**config.mk**
```make
export PLATFORM = sky130hd
export DESIGN_NAME = shift_sub_divider_flat
export DESIGN_NICKNAME = d
export VERILOG_FILES = /design/src/rtl/shift_sub_divider_if.sv /design/src/rtl/shift_sub_divider.sv /design/src/flat_wrapper.sv
export SDC_FILE = /design/constraint.sdc
export NUM_CORES = 1
export LEC_CHECK = 0
export ABC_AREA = 0
export CAP_MARGIN = 30
export CELL_PAD_IN_SITES_DETAIL_PLACEMENT = 0
export CELL_PAD_IN_SITES_GLOBAL_PLACEMENT = 1
export CORE_UTILIZATION = 42
export CTS_CLUSTER_DIAMETER = 30
export DETAILED_ROUTE_END_ITERATION = 10
export GPL_ROUTABILITY_DRIVEN = 0
export GPL_TIMING_DRIVEN = 0
export PLACE_DENSITY_LB_ADDON = 0.12
export SYNTH_ARGS = -nofsm -noshare
export SYNTH_HDL_FRONTEND = slang
export SYNTH_SLANG_ARGS = --single-unit
```
**constraint.sdc**
```tcl
create_clock -name clk -period 3.44 [get_ports clk]
set_input_delay 0.688 -clock clk [delete_from_list [all_inputs] [get_ports clk]]
set_output_delay 0.688 -clock clk [all_outputs]
set_load 0.005 [all_outputs]
```
**src/rtl/shift_sub_divider_if.sv**
```systemverilog
// Start/busy/done handshake and operand/result bus for the shift-subtract divider.
interface shift_sub_divider_if #(
    parameter int N = 8
);
    logic         start;
    logic [N-1:0] dividend;
    logic [N-1:0] divisor;
    logic [N-1:0] quotient;
    logic [N-1:0] remainder;
    logic         busy;
    logic         done;
    logic         div_by_zero;

    modport master (
        output start, dividend, divisor,
        input  quotient, remainder, busy, done, div_by_zero
    );

    modport slave (
        input  start, dividend, divisor,
        output quotient, remainder, busy, done, div_by_zero
    );
endinterface

```
**src/rtl/shift_sub_divider.sv**
```systemverilog
// Sequential unsigned restoring divider: one quotient bit per clock by shift-left
// and trial-subtract, behind a start/busy/done handshake.
module shift_sub_divider #(
    parameter int N = 8
) (
    input  logic               clk,
    input  logic               rst,
    shift_sub_divider_if.slave bus
);
    localparam int CW = $clog2(N + 1);

    localparam logic [1:0] S_IDLE = 2'd0;
    localparam logic [1:0] S_RUN  = 2'd1;
    localparam logic [1:0] S_DONE = 2'd2;

    logic [1:0]    r_state;
    logic [N-1:0]  r_a;
    logic [N-1:0]  r_q;
    logic [N-1:0]  r_b;
    logic [CW-1:0] r_cnt;
    logic [N-1:0]  r_quot;
    logic [N-1:0]  r_rem;
    logic          r_dbz;

    logic [N:0]    w_p;
    logic [N:0]    w_t;
    logic [N-1:0]  w_a_next;
    logic [N-1:0]  w_q_next;

    // Trial subtract at N+1 bits; a set MSB means the divisor did not fit, so restore.
    always_comb begin
        w_p = {r_a, r_q[N-1]};
        w_t = w_p - {1'b0, r_b};
        if (!w_t[N]) begin
            w_a_next = w_t[N-1:0];
            w_q_next = {r_q[N-2:0], 1'b1};
        end else begin
            w_a_next = w_p[N-1:0];
            w_q_next = {r_q[N-2:0], 1'b0};
        end
    end

    always_ff @(posedge clk or posedge rst) begin
        if (rst) begin
            r_state <= S_IDLE;
            r_a     <= '0;
            r_q     <= '0;
            r_b     <= '0;
            r_cnt   <= '0;
            r_quot  <= '0;
            r_rem   <= '0;
            r_dbz   <= 1'b0;
        end else begin
            case (r_state)
                S_IDLE: begin
                    if (bus.start) begin
                        if (bus.divisor != '0) begin
                            r_b     <= bus.divisor;
                            r_q     <= bus.dividend;
                            r_a     <= '0;
                            r_cnt   <= CW'(N);
                            r_state <= S_RUN;
                        end else begin
                            r_quot  <= '1;
                            r_rem   <= bus.dividend;
                            r_dbz   <= 1'b1;
                            r_state <= S_DONE;
                        end
                    end
                end
                S_RUN: begin
                    r_a   <= w_a_next;
                    r_q   <= w_q_next;
                    r_cnt <= r_cnt - CW'(1);
                    if (r_cnt == CW'(1)) begin
                        r_quot  <= w_q_next;
                        r_rem   <= w_a_next;
                        r_dbz   <= 1'b0;
                        r_state <= S_DONE;
                    end
                end
                S_DONE:  r_state <= S_IDLE;
                default: r_state <= S_IDLE;
            endcase
        end
    end

    assign bus.quotient    = r_quot;
    assign bus.remainder   = r_rem;
    assign bus.div_by_zero = r_dbz;
    assign bus.busy        = (r_state == S_RUN) || (r_state == S_DONE);
    assign bus.done        = (r_state == S_DONE);
endmodule

```
**src/flat_wrapper.sv**
```systemverilog
// flat-port wrapper written by rule: the top's interface ports become plain ports
module shift_sub_divider_flat 
#(
    parameter int N = 8
)
  (clk, rst, bus_start, bus_dividend, bus_divisor, bus_quotient, bus_remainder, bus_busy, bus_done, bus_div_by_zero);
  shift_sub_divider_if #(.N(N)) bus_i ();
  input  logic clk;
  input  logic rst;
  input wire logic [$bits(bus_i.start)-1:0] bus_start;
  input wire logic [$bits(bus_i.dividend)-1:0] bus_dividend;
  input wire logic [$bits(bus_i.divisor)-1:0] bus_divisor;
  output wire logic [$bits(bus_i.quotient)-1:0] bus_quotient;
  output wire logic [$bits(bus_i.remainder)-1:0] bus_remainder;
  output wire logic [$bits(bus_i.busy)-1:0] bus_busy;
  output wire logic [$bits(bus_i.done)-1:0] bus_done;
  output wire logic [$bits(bus_i.div_by_zero)-1:0] bus_div_by_zero;
  assign bus_i.start = bus_start;
  assign bus_i.dividend = bus_dividend;
  assign bus_i.divisor = bus_divisor;
  assign bus_quotient = bus_i.quotient;
  assign bus_remainder = bus_i.remainder;
  assign bus_busy = bus_i.busy;
  assign bus_done = bus_i.done;
  assign bus_div_by_zero = bus_i.div_by_zero;
  shift_sub_divider #(.N(N)) u_core (.clk(clk), .rst(rst), .bus(bus_i));
endmodule
```
==> results.txt, run 1 <==
----------------------------------------------------
[Run status]
  Result of the run ... finished clean

[Critical path]
  Internal reg-to-reg setup slack ... 0.50 ns
  Critical path endpoint category ... flip-flop
  Crit path DAT ... 3.17 ns
  Critical path startpoint category ... flip-flop
  Critical-path maximum fanout ... 7
  Endpoint of the worst setup timing path ... u_core.r_a[7]
  CP startpoint ... u_core.r_q[7]
  Endpoint of the worst register-to-register path ... u_core.r_a[7]
  R2R cell count ... 10
  Required time worst endpoint ... 3.67 ns
  FF-to-FF Start ... u_core.r_q[7]
  Category of the critical setup timing path ... reg -> reg

[Logic synthesis]
  Post-synthesis net count ... 331
  Sequential-to-total area share from yosys stat ... 42.5%
  Unique cell type count in the Yosys netlist ... 50
  Largest area contributor in the synthesized netlist ... sky130_fd_sc_hd__dfrtp_1
  Most frequently used flop master after synthesis ... sky130_fd_sc_hd__dfrtp_1
  Top cells by area in the synthesized netlist ... sky130_fd_sc_hd__dfrtp_1, sky130_fd_sc_hd__o21ai_0, sky130_fd_sc_hd__ha_1
  Flip-flop and latch count after synthesis ... 47
  Yosys warning total ... 0
  Async S/R FF share, synth ... 100%
  Syn Std Cell Area ... 2770 um2
  Mapped Cells ... 298
  EDFF count, synth ... 0
  Proportion of netlist area held by the largest area contributor ... 42.5%
  Syn_area_per_cell ... 9.29 um2
  Top-count cell post-synth ... sky130_fd_sc_hd__dfrtp_1
  Post-synth top cells ... sky130_fd_sc_hd__dfrtp_1, sky130_fd_sc_hd__nand2_1, sky130_fd_sc_hd__o21ai_0

[Floorplan]
  Die footprint ... 6920 um2
  Core Footprint ... 6350 um2
  Die span in y ... 83.2 um
  I/O pin count ... 38
  Std cell rows ... 29
  Die outline width ... 83.2 um
  Initial cell density of the core ... 43.6%

[Layout]
  Final instance area ... 3370 um2
  Number of diodes added for antenna fixing ... 0
  Layout cells sized above 1 ... 10.2%
  Area added between synthesis and finish ... 21.6%
  Final net count ... 376
  Number of inserted filler cells in the final layout ... 623

[Global route]
  Global-route wire length before repair ... 10,900 um
  Global routing usage summed across all routing layers ... 19.8%
  Via count of the first global-routing pass ... 2,174
  Largest net degree at the start of global routing ... 27
  Total overflow reported by the global router ... 0
  Number of antenna violations at the first check in global routing ... 0

[STA]
  Fin Setup TNS ... 0 ns
  Slew at the pin with the worst max-slew slack ... 0.912 ns
  Unrepaired setup endpoints after global routing ... no
  Fmax ... 340 MHz
  Tightest slew margin relative to the limit ... 38.8%
  Final Hold Viols ... 0
  Final worst-path cycle share ... 85.4%
  Worst Skew ... 0.00968 ns
  Minimum period implied by the final worst setup slack ... 2.94 ns
  Count of endpoints failing setup in the final report ... 0
  Final Max Tran Viols ... 0
  Min setup slack post-route ... 0.502 ns

[Clock network]
  Number of clock sinks ... 47
  Clock buffers created by TritonCTS ... 5
  Clock root buffer ... sky130_fd_sc_hd__clkbuf_8
  Clock-pin slew of the registers on the worst-case setup and hold paths ... 0.09 ns
  CTS tree ... yes
  Clock latency at the later pin of the worst-skew pair ... 0.31 ns
  Number of gates given a new drive strength after cts ... 0
  Worst-case clock buffer depth ... 2
  Hold Buf Count CTS ... 0
  CTS HTree Levels ... 2
  Post-CTS Setup Bufs ... 0

[Routing]
  DRT Pass-1 Iters ... 4
  Number of vias per cell ... 5.36
  Post-detailed-route DRC marker count ... 0
  Detailed-route wire length per cell ... 15.0 um
  1st-iter DRT viols ... 95
  Post-route antenna net violation count ... 0
  Detailed Route WL ... 6330 um
  Vias ... 2,258

[Power]
  Static leakage power ... 0.00145 uW
  Areal power density over the cells ... 1080 nW/um2
  Maximum vdd drop ... 0.469 mV
  Cell Int Power ... 2060 uW
  Sequential Power Share ... 27.6%
  Switching power of the nets ... 1580 uW
  Total power ... 3640 uW
  Gate power share ... 60.9%
  Fraction of power spent switching nets ... 43.5%
  Clock Power Share ... 11.4%

[Placed design]
  Pre-CTS setup slack ... 0.307 ns
  Hpwl dp ... 4860 um
  Number of port buffers ... 37
  Area after detailed placement ... 3260 um2

[Run]
  Number of max-cap violations ... 0

[Hold path]
  Hold Crit Class ... reg -> reg

----------------------------------------------------
[logic make-up after synthesis]
kind of cell,after synthesis,synth area share [%]
mux,28,10.7
buf+inv,36,5.78
simple gates,82,14.0
flops,47,42.5
fa+ha+maj,14,6.60
compound gates,86,18.9
xor+xnor,5,1.58
[power by group through the flow]
stage	Clock (uW)	Combinational (uW)	Sequential, uW
after global routing	445	2490	1050
after CTS	426	2240	1010
after floorplan	0	1590	979
after global placement	0	2210	1010
after detailed placement	0	2230	1020
final	416	2220	1010
[cell usage in the layout, fill, tap and decap left out, drive strengths merged, types with 3 or more instances in the layout]
master and instances:
xnor2 3, nand2 41, inv 24, nand3 3, mux2i 16, clkdlybuf4s50 37
nor3 4, o21a 3, or4 3, o21ai 42, dfrtp 47, nor2b 6
nor2 17, ha 13, buf 8, a31oi 9, o31ai 3, clkbuf 10
mux2 12, a21oi 10, or2 3
[worst min-delay path by stage]
stage | from | to | slack (ns) | cells after the start
final | u_core.bus.remainder[0] | u_core.bus.remainder[0] | 0.50 | 1
after global placement | u_core.bus.remainder[0] | u_core.bus.remainder[0] | 0.47 | 1
after floorplan | u_core.r_q[1] | u_core.r_q[1] | 0.47 | 2
after detailed placement | u_core.bus.remainder[0] | u_core.bus.remainder[0] | 0.48 | 1
after CTS | u_core.bus.remainder[0] | u_core.bus.remainder[0] | 0.50 | 1
after global routing | u_core.bus.remainder[0] | u_core.bus.remainder[0] | 0.51 | 1
[stage by stage]
step / std cells / utilization, % / hold WS (ns)
global route: 421 / 53.0 / 0.513
finish: 421 / 53.0 / 0.498
global placement: 412 / 51.0 / 0.473
floorplan: 298 / - / 0.466
detailed placement: 413 / 51.3 / 0.479
CTS: 421 / 53.0 / 0.502
[area by class of cell]
class                   instances  area, um2  area share, %
flip-flops and latches         47       1180           34.9
clock inverters                 3       43.8           1.30
inverters                      24       90.1           2.67
well taps                      77       96.3           2.86
multi-input cells             215       1430           42.5
clock buffers                   5       68.8           2.04
plain buffers                  12       70.1           2.08
repair buffers                 38        390           11.6
[critical path, stage by stage (launching register included)]
cell                       delay [ns]
sky130_fd_sc_hd__dfrtp_1         0.43
sky130_fd_sc_hd__inv_1           0.09
sky130_fd_sc_hd__ha_1            0.17
sky130_fd_sc_hd__inv_1           0.06
sky130_fd_sc_hd__fa_1            0.42
sky130_fd_sc_hd__a211oi_1        0.36
sky130_fd_sc_hd__nor3_2          0.14
sky130_fd_sc_hd__mux2_2          0.33
sky130_fd_sc_hd__nor2_1          0.51
sky130_fd_sc_hd__nand2_1         0.16
sky130_fd_sc_hd__a31oi_1         0.19
[sequential cells by signal, indices dropped and copies added, names as in the netlist]
| register | cells |
|---|---|
| u_core.bus.quotient | 8 |
| u_core.bus.remainder | 8 |
| u_core.r_a | 8 |
| u_core.r_b | 8 |
| u_core.r_q | 8 |
| u_core.r_cnt | 4 |
| u_core.r_state | 2 |
| u_core.bus.div_by_zero | 1 |
[layer usage]
layer | global-route usage [%] | vias to the layer above | routed length [um]
li1 | - | 1135 | -
met1 | 28.3 | 1086 | 3210
met2 | 31.0 | 28 | 2870
met3 | 2.58 | 9 | 167
met4 | 6.58 | 0 | 84
met5 | 0 | - | 0
Note: power is estimated with default switching activity, not from simulation.
==> run 2, diff against run 1 <==
CAP_MARGIN = unset   (was 30)
==> run 2 against run 1 <==
First-iteration DRC count is the same. Clock power about the same. Combinational power about the same. Sequential power about the same. Largest power group unchanged.
==> results.txt, run 2 (synthesized netlist as in run 1, its figures left out) <==
----------------------------------------------------
[Global route]
  Via count of the first global-routing pass ... 2,174 (unchanged)
  Met3 demand-to-capacity share in global routing ... 2.58% (unchanged)
  Global routing usage summed across all routing layers ... 19.8% (unchanged)
  Largest net degree at the start of global routing ... 27 (unchanged)
  Met2 Usage GRT ... 31.0% (unchanged)
  Total overflow reported by the global router ... 0 (unchanged)
  Global-route wire length before repair ... 10,900 um (unchanged)
  Number of antenna violations at the first check in global routing ... 0 (unchanged)
  Met1 global-route usage ... 28.3% (unchanged)
  Highest-utilization routing layer at the global route stage ... met2

[Layout]
  Final net count ... 376 (unchanged)
  Final instance area ... 3370 um2 (unchanged)
  Area added between synthesis and finish ... 21.6% (unchanged)
  Number of inserted filler cells in the final layout ... 623 (unchanged)
  Sequential cell area ... 1180 um2 (unchanged)
  Number of diodes added for antenna fixing ... 0 (unchanged)
  Layout cells sized above 1 ... 10.2% (unchanged)
  Area occupied by multi-input gates ... 1430 um2 (unchanged)
  Commonest non-fill, non-tap cell in the layout ... sky130_fd_sc_hd__dfrtp_1
  Top library cells by usage in the layout, fill and taps aside ... sky130_fd_sc_hd__dfrtp_1, sky130_fd_sc_hd__nand2_1, sky130_fd_sc_hd__o21ai_0, sky130_fd_sc_hd__clkdlybuf4s50_1, sky130_fd_sc_hd__inv_1

[Placed design]
  Area after detailed placement ... 3260 um2 (unchanged)
  Hpwl dp ... 4860 um (unchanged)
  Number of port buffers ... 37 (unchanged)

[STA]
  Worst Skew ... 0.00968 ns (unchanged)
  Final worst-path cycle share ... 85.4% (unchanged)
  Minimum period implied by the final worst setup slack ... 2.94 ns (unchanged)
  Slew at the pin with the worst max-slew slack ... 0.912 ns (unchanged)
  Fmax ... 340 MHz (unchanged)
  Tightest slew margin relative to the limit ... 38.8% (unchanged)
  Final Hold Viols ... 0 (unchanged)
  Final Max Tran Viols ... 0 (unchanged)
  Unrepaired setup endpoints after global routing ... no
  Count of endpoints failing setup in the final report ... 0 (unchanged)
  Fin Setup TNS ... 0 ns (unchanged)

[Routing]
  Post-detailed-route DRC marker count ... 0 (unchanged)
  1st-iter DRT viols ... 95 (unchanged)
  Vias ... 2,258 (unchanged)
  Detailed-route wire length per cell ... 15.0 um (unchanged)
  Detailed Route WL ... 6330 um (unchanged)
  Number of vias per cell ... 5.36 (unchanged)
  Post-route antenna net violation count ... 0 (unchanged)
  DRT Pass-1 Iters ... 4 (unchanged)

[Floorplan]
  Initial cell density of the core ... 43.6% (unchanged)
  Die span in y ... 83.2 um (unchanged)
  I/O pin count ... 38 (unchanged)
  Std cell rows ... 29 (unchanged)
  Die outline width ... 83.2 um (unchanged)
  Core Footprint ... 6350 um2 (unchanged)
  Die footprint ... 6920 um2 (unchanged)

[Critical path]
  Critical path endpoint category ... flip-flop
  Endpoint of the worst register-to-register path ... u_core.r_a[7]
  Internal reg-to-reg setup slack ... 0.50 ns (about the same)
  FF-to-FF Start ... u_core.r_q[7]
  Crit path DAT ... 3.17 ns (about the same)
  Critical-path maximum fanout ... 7 (unchanged)
  Category of the critical setup timing path ... reg -> reg
  R2R cell count ... 10 (unchanged)
  Critical path startpoint category ... flip-flop
  Required time worst endpoint ... 3.67 ns (about the same)

[Power]
  Areal power density over the cells ... 1080 nW/um2 (unchanged)
  Total power ... 3640 uW (unchanged)
  Static leakage power ... 0.00145 uW (unchanged)
  Maximum vdd drop ... 0.469 mV (unchanged)

[Clock network]
  Clock-pin slew of the registers on the worst-case setup and hold paths ... 0.09 ns (about the same)
  Hold Buf Count CTS ... 0 (unchanged)
  Number of clock sinks ... 47 (unchanged)
  CTS tree ... yes
  CTS HTree Levels ... 2 (unchanged)
  Worst-case clock buffer depth ... 2 (unchanged)
  Clock latency at the later pin of the worst-skew pair ... 0.31 ns (about the same)
  Number of gates given a new drive strength after cts ... 0 (unchanged)
  Post-CTS Setup Bufs ... 0 (unchanged)
  Clock buffers created by TritonCTS ... 5 (unchanged)
  Clock root buffer ... sky130_fd_sc_hd__clkbuf_8

[Hold path]
  Hold Startpoint ... u_core.bus.remainder[0]
  Hold Crit Class ... reg -> reg
  Depth of the worst hold-timing path ... 1 (unchanged)
  Worst-case hold path end point ... u_core.bus.remainder[0]

[Run status]
  Result of the run ... finished clean

[Run]
  Number of max-cap violations ... 0 (unchanged)

----------------------------------------------------
## run 2: critical path, stage by stage, from the launching register on
cell	delay, ns
sky130_fd_sc_hd__dfrtp_1	0.43
sky130_fd_sc_hd__inv_1	0.09
sky130_fd_sc_hd__ha_1	0.17
sky130_fd_sc_hd__inv_1	0.06
sky130_fd_sc_hd__fa_1	0.42
sky130_fd_sc_hd__a211oi_1	0.36
sky130_fd_sc_hd__nor3_2	0.14
sky130_fd_sc_hd__mux2_2	0.33
sky130_fd_sc_hd__nor2_1	0.51
sky130_fd_sc_hd__nand2_1	0.16
sky130_fd_sc_hd__a31oi_1	0.19
## run 2: worst max-delay path by stage
stage | startpoint | end | slack, ns | cells past startpoint
after global routing | u_core.r_q[7] | u_core.bus.remainder[7] | 0.21 | 10
after global placement | bus_divisor[4] | u_core.bus.remainder[4] | 0.31 | 5
after detailed placement | bus_divisor[4] | u_core.bus.remainder[5] | 0.31 | 5
final | u_core.r_q[7] | u_core.r_a[7] | 0.50 | 10
after floorplan | u_core.r_q[7] | u_core.bus.remainder[7] | 0.92 | 11
after CTS | u_core.r_q[7] | u_core.r_a[7] | 0.51 | 10
## run 2: area by class of cell
cell class                      count  share of cell area, %
Buffer                             12                   2.08
Clock buffer                        5                   2.04
Clock inverter                      3                   1.30
Inverter                           24                   2.67
Multi-Input combinational cell    215                   42.5
Sequential cell                    47                   34.9
Tap cell                           77                   2.86
Timing Repair Buffer               38                   11.6
## run 2: where the power goes
group / switching [uW] / leakage [uW] / internal [uW]
clock: 200 / 0.0000581 / 217
sequential: 184 / 0.000565 / 821
combinational: 1200 / 0.000830 / 1020
## run 2: routing by layer
metal | wire [um] | up-vias | part of all wire, %
met3 | 167 | 9 | 2.6
met5 | 0 | - | 0
met2 | 2870 | 28 | 45
met4 | 84 | 0 | 1.3
met1 | 3210 | 1086 | 51
li1 | - | 1135 | -
## run 2: metrics by stage
stage / setup WS, ns / utilization, % / hold slack, ns / cells
floorplan: 0.921 / - / 0.466 / 298
global placement: 0.312 / 51.0 / 0.473 / 412
detailed placement: 0.307 / 51.3 / 0.479 / 413
CTS: 0.505 / 53.0 / 0.502 / 421
global route: 0.211 / 53.0 / 0.513 / 421
finish: 0.502 / 53.0 / 0.498 / 421
==> run 3, diff against run 2 <==
PLACE_DENSITY_LB_ADDON = 0.1   (was 0.12)
==> run 3 against run 2 <==
Clock skew is 0.0018 ns lower. Critical path depth unchanged. Sequential share of layout area grew 0.21 points. Non-clock buffer count is the same. Critical endpoint is now u_core.bus.remainder[7]. Largest cell class unchanged.
==> results.txt, run 3 (synthesized netlist as in run 1, its figures left out) <==
----------------------------------------------------
[Routing]
  Vias ... 2,226 (-1.4%)
  Routed wire length on met2 ... 2880 um (+0.42%)
  Post-route antenna net violation count ... 0 (unchanged)
  Highest metal layer used by the detailed router ... met4
  Post-detailed-route DRC marker count ... 0 (unchanged)
  Routed wire length on met3 ... 149 um (-11%)
  Detailed Route WL ... 6300 um (-0.52%)
  Detailed-route wire length per cell ... 15.0 um (-0.52%)
  Number of vias per cell ... 5.29 (-1.4%)
  Post-Route M1 WL ... 3150 um (-1.9%)
  1st-iter DRT viols ... 109 (+15%)
  DRT Pass-1 Iters ... 4 (unchanged)

[Hold path]
  Hold Crit Class ... reg -> reg
  Hold Startpoint ... u_core.bus.remainder[0]

[Global route]
  Number of antenna violations at the first check in global routing ... 0 (unchanged)
  Via count of the first global-routing pass ... 2,201 (+1.2%)
  Global-route wire length before repair ... 10,900 um (+0.76%)
  Total overflow reported by the global router ... 0 (unchanged)
  Largest net degree at the start of global routing ... 37 (+37%)
  Global routing usage summed across all routing layers ... 19.7% (-0.025 points)

[Layout]
  Top library cells by usage in the layout, fill and taps aside ... sky130_fd_sc_hd__dfrtp_1, sky130_fd_sc_hd__nand2_1, sky130_fd_sc_hd__o21ai_0, sky130_fd_sc_hd__clkdlybuf4s50_1, sky130_fd_sc_hd__inv_1
  Number of diodes added for antenna fixing ... 0 (unchanged)
  Final net count ... 376 (unchanged)
  Sequential cell area ... 1180 um2 (unchanged)
  Number of inserted filler cells in the final layout ... 605 (-2.9%)
  Area added between synthesis and finish ... 20.9%
  Layout cells sized above 1 ... 10.2% (unchanged)
  Final instance area ... 3350 um2 (-0.59%)
  Commonest non-fill, non-tap cell in the layout ... sky130_fd_sc_hd__dfrtp_1
  Area occupied by multi-input gates ... 1430 um2 (unchanged)

[Critical path]
  Internal reg-to-reg setup slack ... 0.55 ns (+0.05 ns)
  FF-to-FF Start ... u_core.r_q[7]
  Critical-path maximum fanout ... 7 (unchanged)
  CP startpoint ... u_core.r_q[7]
  Category of the critical setup timing path ... reg -> reg
  Required time worst endpoint ... 3.67 ns (about the same)
  Critical path endpoint category ... flip-flop
  Critical path startpoint category ... flip-flop
  Crit path DAT ... 3.12 ns (-0.05 ns)

[Floorplan]
  Die footprint ... 6920 um2 (unchanged)
  Initial cell density of the core ... 43.6% (unchanged)
  Die span in y ... 83.2 um (unchanged)
  Core Footprint ... 6350 um2 (unchanged)
  I/O pin count ... 38 (unchanged)
  Die outline width ... 83.2 um (unchanged)
  Std cell rows ... 29 (unchanged)

[Power]
  Switching power of the nets ... 1600 uW (+0.89%)
  Areal power density over the cells ... 1070 nW/um2 (-0.98%)
  Sequential Power Share ... 28.1% (+0.5 points)
  Static leakage power ... 0.00144 uW (-1.2%)
  Total power ... 3580 uW (-1.6%)
  Gate power share ... 62.1% (+1.2 points)
  Clock Power Share ... 9.8% (-1.6 points)
  Cell Int Power ... 1990 uW (-3.5%)
  Maximum vdd drop ... 0.747 mV (+59%)
  Fraction of power spent switching nets ... 44.6% (+1.1 points)

[STA]
  Worst Skew ... 0.00788 ns (-0.00180 ns)
  Unrepaired setup endpoints after global routing ... no
  Final Max Tran Viols ... 0 (unchanged)
  Minimum period implied by the final worst setup slack ... 2.89 ns (-0.0475 ns)
  Fmax ... 346 MHz (+1.6%)
  Fin Setup TNS ... 0 ns (unchanged)
  Slew at the pin with the worst max-slew slack ... 0.957 ns (+0.0449 ns)
  Final worst-path cycle share ... 84.0% (-1.4 points)
  Final Hold Viols ... 0 (unchanged)
  Count of endpoints failing setup in the final report ... 0 (unchanged)
  Tightest slew margin relative to the limit ... 35.7% (-3.0 points)

[Clock network]
  CTS tree ... yes
  Clock latency at the later pin of the worst-skew pair ... 0.31 ns (about the same)
  Number of clock sinks ... 47 (unchanged)
  Worst-case clock buffer depth ... 2 (unchanged)
  Hold Buf Count CTS ... 0 (unchanged)
  Clock-pin slew of the registers on the worst-case setup and hold paths ... 0.10 ns (about the same)
  Number of gates given a new drive strength after cts ... 0 (unchanged)
  Post-CTS Setup Bufs ... 0 (unchanged)
  Clock buffers created by TritonCTS ... 5 (unchanged)
  Clock root buffer ... sky130_fd_sc_hd__clkbuf_8
  CTS HTree Levels ... 2 (unchanged)

[Run]
  Number of max-cap violations ... 0 (unchanged)

[Placed design]
  Hpwl dp ... 4840 um (-0.52%)
  Area after detailed placement ... 3260 um2 (unchanged)
  Number of port buffers ... 37 (unchanged)

[Run status]
  Result of the run ... finished clean

----------------------------------------------------
[run 3: cell count changes in the layout (fill, tap and decap cells not counted), sizes merged]
cell	change
clkinv	-2
clkinvlp	+2
bufinv	-1
inv	+1
[run 3: worst max-delay path: stages (launching register included)]
cell and delay (ns):
sky130_fd_sc_hd__dfrtp_1 0.44, sky130_fd_sc_hd__inv_1 0.09, sky130_fd_sc_hd__ha_1 0.18, sky130_fd_sc_hd__inv_1 0.06, sky130_fd_sc_hd__fa_1 0.42, sky130_fd_sc_hd__a211oi_1 0.35
sky130_fd_sc_hd__nor3_2 0.14, sky130_fd_sc_hd__mux2_2 0.34, sky130_fd_sc_hd__nor2_1 0.48, sky130_fd_sc_hd__nand2_1 0.14, sky130_fd_sc_hd__a31oi_1 0.18
[run 3: through the flow]
step	utilization, %	hold WS [ns]	instances	worst slack [ns]
2_1_floorplan	-	0.466	298	0.921
6_report	52.7	0.498	421	0.549
4_1_cts	52.7	0.505	421	0.541
3_3_place_gp	51.0	0.471	412	0.305
3_5_place_dp	51.3	0.483	413	0.291
5_1_grt	52.7	0.519	421	0.265
[run 3: cell type report]
class	count	area share (%)
Buffer	12	2.09
Clock buffer	5	2.06
Clock inverter	3	0.710
Inverter	24	2.69
Multi-Input combinational cell	215	42.8
Sequential cell	47	35.1
Tap cell	77	2.88
Timing Repair Buffer	38	11.7
[run 3: worst paths after layout]
path | end | cells past startpoint
worst max-delay path | u_core.bus.remainder[7] | 10
worst min-delay path | u_core.bus.remainder[0] | 1
worst max register to register | u_core.bus.remainder[7] | 10
worst min register to register | u_core.bus.remainder[0] | 1
max in group asynchronous | u_core.r_a[3] | 3
min in group asynchronous | u_core.r_state[1] | 2
[run 3: power by group through the flow]
stage               sequential, uW  combinational (uW)  clock [uW]
floorplan                      979                1590           0
finish                        1010                2220         351
global placement              1010                2210           0
CTS                           1010                2240         360
global route                  1040                2510         381
detailed placement            1020                2230           0
[run 3: routing by layer]
layer / GRT usage (%) / vias to the layer above
li1: - / 1134
met1: 28.0 / 1053
met2: 30.6 / 28
met3: 2.88 / 11
met4: 7.37 / 0
met5: 0 / -
